## src/rtl/adder_acc.sv

```systemverilog
// Accumulates ACCLEN unsigned samples per window and presents the window result with a valid/ready handshake.
// Define ADDER_ACC_AVG_EN to output the truncated mean instead of the full sum.
module adder_acc #(
    parameter int BITWIDTH = 8,
    parameter int ACCLEN   = 16
) (
    input  logic                              iClk,
    input  logic                              iRst,
    input  logic                              iClr,
    input  logic                              iValid,
    input  logic [BITWIDTH:0]                 iData,
    output logic                              oReady,
    output logic                              oValid,
`ifdef ADDER_ACC_AVG_EN
    output logic [BITWIDTH:0]                 oData,
`else
    output logic [BITWIDTH+$clog2(ACCLEN):0]  oData,
`endif
    input  logic                              iReady
);

    localparam int CNTW = $clog2(ACCLEN);
    localparam int SUMW = BITWIDTH + 1 + CNTW;
`ifdef ADDER_ACC_AVG_EN
    localparam int OUTW = BITWIDTH + 1;
`else
    localparam int OUTW = SUMW;
`endif

    typedef enum logic {
        ST_ACC  = 1'b0,
        ST_DONE = 1'b1
    } state_t;

    state_t            state_q, state_d;
    logic [SUMW-1:0]   sum_q, sum_d, sum_acc;
    logic [CNTW-1:0]   cnt_q, cnt_d;
    logic              valid_q, valid_d;
    logic [OUTW-1:0]   data_q, data_d;
    logic              last_sample;

    always_ff @(posedge iClk or posedge iRst) begin
        if (iRst) begin
            state_q <= ST_ACC;
            sum_q   <= '0;
            cnt_q   <= '0;
            valid_q <= 1'b0;
            data_q  <= '0;
        end else begin
            state_q <= state_d;
            sum_q   <= sum_d;
            cnt_q   <= cnt_d;
            valid_q <= valid_d;
            data_q  <= data_d;
        end
    end

    // SUMW is wide enough for ACCLEN full-scale samples, so this add never wraps.
    assign sum_acc     = sum_q + SUMW'(iData);
    assign last_sample = (cnt_q == CNTW'(ACCLEN - 1));

    always_comb begin
        state_d = state_q;
        sum_d   = sum_q;
        cnt_d   = cnt_q;
        valid_d = valid_q;
        data_d  = data_q;
        if (iClr) begin
            state_d = ST_ACC;
            sum_d   = '0;
            cnt_d   = '0;
            valid_d = 1'b0;
            data_d  = '0;
        end else if (state_q == ST_ACC) begin
            if (iValid) begin
                sum_d = sum_acc;
                cnt_d = cnt_q + CNTW'(1);
                if (last_sample) begin
                    state_d = ST_DONE;
                    valid_d = 1'b1;
                    cnt_d   = '0;
`ifdef ADDER_ACC_AVG_EN
                    data_d  = sum_acc[SUMW-1:CNTW];
`else
                    data_d  = sum_acc;
`endif
                end
            end
        end else if (iReady) begin
            // Drain edge: the sample presented on this edge is not taken.
            state_d = ST_ACC;
            valid_d = 1'b0;
            sum_d   = '0;
            cnt_d   = '0;
        end
    end

    assign oReady = (state_q == ST_ACC);
    assign oValid = valid_q;
    assign oData  = data_q;

endmodule

```

## config.mk

```make
export PLATFORM = sky130hd
export DESIGN_NAME = adder_acc
export DESIGN_NICKNAME = d
export VERILOG_FILES = /design/src/rtl/adder_acc.sv
export SDC_FILE = /design/constraint.sdc
export NUM_CORES = 1
export LEC_CHECK = 0
export CAP_MARGIN = 30
export CELL_PAD_IN_SITES_DETAIL_PLACEMENT = 0
export CELL_PAD_IN_SITES_GLOBAL_PLACEMENT = 2
export CORE_UTILIZATION = 34
export DETAILED_ROUTE_END_ITERATION = 12
export PLACE_DENSITY_LB_ADDON = 0.1
export SLEW_MARGIN = 40
export SYNTH_ARGS = -nofsm -noshare
export SYNTH_HDL_FRONTEND = slang
export SYNTH_SLANG_ARGS = --single-unit
```

## constraint.sdc

```tcl
create_clock -name iClk -period 2.5 [get_ports iClk]
set_clock_uncertainty 0.05 [all_clocks]
set_input_delay 0.5 -clock iClk [delete_from_list [all_inputs] [get_ports iClk]]
set_output_delay 0.5 -clock iClk [all_outputs]
set_load 0.05 [all_outputs]
```

# ---- Yosys cells after proc, flatten, opt, wreduce, memory -nomap -nowiden
# Cells that the tools add are included.
dict set report totals {
  reg_bits 32
  elab_cells 41
  in_bits 14
  out_inout_bits 15
}
dict set report op_classes {
  bitwise 1
  n_eq_ne 3
  muxes 23
  add_sub_neg 2
  reduce_logical 7
}
# operator n
set ops {}
lappend ops {{$mux W13} 8}
lappend ops {{$mux W4} 5}
lappend ops {{$add A13 B9 Y13} 1}
lappend ops {{$mux W1} 10}
lappend ops {{$reduce_and A3 Y1} 2}
lappend ops {{$reduce_bool A3 Y1} 2}
lappend ops {{$add A4 B1 Y4 const B} 1}
lappend ops {{$eq A4 B4 Y1 const B} 1}
lappend ops {{$reduce_bool A2 Y1} 2}
lappend ops {{$ne A3 B3 Y1 const B} 1}
lappend ops {{$ne A2 B2 Y1 const B} 1}
lappend ops {{$reduce_and A2 Y1} 1}
lappend ops {{$not A1 Y1} 1}

# ---- Depth between registers and ports, before layout
dict set report depth {
  word_depth 5
  mapped_depth 8
  depth_no_buf 8
}

# ---- Worst setup path after synthesis
# No wires, ideal clock.
dict set report synth_path {
  kind {input to register}
  start {input port iData[0]}
  end {register data_q[6], in the netlist oData[6]}
  setup_ns 0.126
  required_ns 2.324
  stages 8
  setup_slack_ns 0.205
  path_buffers 0
  t_arrival_ns 2.119
  path_cell_list {ha_1 inv_1 fa_1 nand2b_1 a21oi_2 a31oi_1 and4_1 a311o_1}
}
dict set report synth_between {
  elab_chain_len 5
}
# item line
set synth_rtl {}
lappend synth_rtl {{start: declaration} 11} ;# input logic [BITWIDTH:0] iData,
lappend synth_rtl {{$add A13 B9 Y13} 59} ;# assign sum_acc = sum_q + SUMW'(iData);
lappend synth_rtl {{$mux W13} 78} ;# if (last_sample) begin
lappend synth_rtl {{$mux W13} 75} ;# if (iValid) begin
lappend synth_rtl {{$mux W13} 74} ;# end else if (state_q == ST_ACC) begin
lappend synth_rtl {{$mux W13} 68} ;# if (iClr) begin
lappend synth_rtl {{end signal: assignment} 54} ;# data_q <= data_d;
lappend synth_rtl {{end: declaration} 39} ;# logic [OUTW-1:0] data_q, data_d;
# Every way passes these cells. The select of a mux whose other input is x is not followed.
# A chain may end at the register's enable or synchronous reset.

# ---- Worst setup path in the final report
# Ends and elaborated chain as after synthesis.

==> out/metrics.yaml <==
seqPwrFrac: 0.386
finalHoldViolations: 0
clockBufferDepth: 2
dr.pass1.iters: 4
ff2ff_path_depth: 9
cts_buffers: 5
grt_max_degree: 33
grt_pass1_vias: 1627
wire_per_inst_um: 15.3
whs_ps: 437
fin_area_sq_um: 2520
switching_power_uw: 498
critPathKind: "input pin to flip-flop"
syn_area_sq_um: 1870
yosysSeqAreaShare: 0.429
die_w_um: 76.1
clock-root-buffer: "clkbuf_8"
worstHoldPathType: "flip-flop to flip-flop"
clock_insertion_delay_worst_skew_ps: 280
avgSynthCellArea_sq_um: 10.1
nNetsFinal: 266
cts_tree: "built"
io_pins: 29
place.gp.congestion: 0.843
fin_crit_ps: 2430
whs_path_depth: 2
required_ps: 2610
coreArea_sq_um: 5200
cts_sinks: 32
period_share: 0.971
ys_seq_elements: 32
p_clk_frac: 0.249
cpLargestDelayFamily: "buffers and inverters"
mostFrequentLayoutCell: "dfrtp_1"
worstSetupEndpointType: "flip-flop"
max-vdd-ir-drop_uv: 230
p_sw_frac: 0.327
cap_viol_max_count: 0
drt-initial-drc-count: 72
cts.htree.levels: 2
place_ws_ps: -247
synth_nets: 210
clk_pin_slew_ps: 60
path_cells: "clkdlybuf4s50_1 > ha_2 > inv_2 > fa_2 > nand2b_4 > a21oi_2 > buf_6 > a31oi_4 > and4_1 > a311o_1"
max_stage_delay_ps: 460
crit_fanout: 4
grt_pass1_wl_mm: 8.11
setup_viol: 0
io_buffers: 28
path_buf_inv: 3
power_uw: 1520
dpl-instance-area_sq_um: 2410
area_growth_syn_to_layout_pct: 34.9
ys.flop_type: "dfrtp_1"
rsz0062_at_grt: "no"
antenna_found_initial: 0
n_antenna_cell: 0
syn_inst: 185
fin_ws_ps: 73.5
vias: 1621
placementRows: 26
crit_path_top_delay_cell: "clkdlybuf4s50_1"
maxSlewViolCount: 0
hpwl_mm: 3.62
drc: 0
p_leak_uw: 0.00118
power.internal_uw: 1020
path_depth: 10
die-height_um: 76.1
routed_via_density: 5.21
tightest_slew_ps: 502
fillers: 518
power_density_nw_per_um2: 604
outcome: "completed"
synth_edf_count: 0
slew_headroom: 0.664
max_freq_ghz: 0.412
cts_hold_buf: 0
drt-total-wl_mm: 4.77
grt-ovfl-total: 0
rrSetupSlack_ps: 390
grtUsageTotal: 0.177
ys_warn_count: 0
setup_tns_ps: 0
drive_above_1_share: 0.207
drtAntennaViolNets: 0
critical_path.startpoint_type: "input pin"
postSynth.asyncResetShare: 1.00
critPathArrivalTime_ps: 2540
dieArea_sq_um: 5790
start_util: 0.358
combPwrFrac: 0.365
synth.distinct_cells: 47
final_cell_mix: "32 x dfrtp_1, 28 x clkdlybuf4s50_1, 25 x buf_4, 19 x nand2_1, 11 x o21ai_0"
[sequential cells by signal (all words and copies together) (netlist names)]
register and flops:
oData 13, oValid 1, cnt_q 4, sum_q 13, state_q 1
[synth_stat cells, drive strengths merged (2+ instances only)]
master,count,area share
nand2,20,0.042
and4,3,0.014
and3,5,0.017
xor2,5,0.023
inv,8,0.016
a31o,4,0.019
ha,10,0.067
o21ai,11,0.030
a31oi,3,0.010
a22o,9,0.042
dfrtp,32,0.43
xnor2,4,0.019
mux2,2,0.012
a21oi,9,0.032
a311o,2,0.011
and2,2,0.0067
nor4,2,0.0067
nand3,3,0.0080
a21o,6,0.024
nor2,12,0.027
nand2b,2,0.0067
a32oi,3,0.014
o31ai,5,0.020
o211ai,2,0.0080
buf,5,0.019
[power by group through the flow]
stage / clock network, uW / logic, uW / registers [uW]
global placement: 0 / 532 / 594
finish: 379 / 555 / 587
global route: 421 / 608 / 592
detailed placement: 0 / 535 / 597
CTS: 391 / 540 / 587
floorplan: 0 / 320 / 588
[per-layer routing]
layer  wire, um  global-route usage  up-vias
li1           -                   -      796
met1       2290               0.233      792
met2       2270               0.291       28
met3        161              0.0407        5
met4         55              0.0519        0
met5          0                   0        -
[worst min-delay path, delay by kind of cell, from the launching register on]
| family | cells | cell delay (ps) |
|---|---|---|
| AOI/OAI and AO/OA | 1 | 60 |
| DFF | 1 | 340 |
| and+or+nand+nor | 1 | 50 |
[logic make-up after synthesis]
logic type	count (synthesis)	synth area share
AOI/OAI and AO/OA	60	0.237
DFF	32	0.429
xor gates and xnor gates	9	0.0423
muxes	3	0.0174
and+or+nand+nor	56	0.159
buffers and inverters	14	0.0376
adders and majority gates	11	0.0778
[final cells by class]
class | count | area (sq um) | area share
multi-input combinational | 139 | 1020 | 0.406
tap | 70 | 87.6 | 0.0348
sequential | 32 | 801 | 0.318
inverter | 8 | 30.0 | 0.0119
timing repair buffer | 55 | 499 | 0.198
clock inverter | 1 | 5.00 | 0.00199
clock buffer | 6 | 72.6 | 0.0288
[path summary, 6_finish.rpt]
kind                                from         to
worst min-delay path            oData[7]   oData[7]
worst max register to register  sum_q[0]   oData[6]
worst min register to register  oData[7]   oData[7]
max in group asynchronous           iRst   sum_q[6]
worst max-delay path            iData[0]   oData[6]
min in group asynchronous           iRst  oData[12]
[per-stage QoR]
step                instances   util
detailed placement        304  0.463
global route              311  0.484
global placement          304  0.463
finish                    311  0.484
floorplan                 185      -
CTS                       311  0.478
[repair_timing]
| action | 4_1_cts | 5_1_grt |
|---|---|---|
| resized for setup | 0 | 7 |
| setup buffers | 0 | 1 |
| hold endpoints to repair | 0 | 0 |
| setup endpoints to repair | 0 | 3 |
Note: power is estimated with default switching activity, not from simulation.
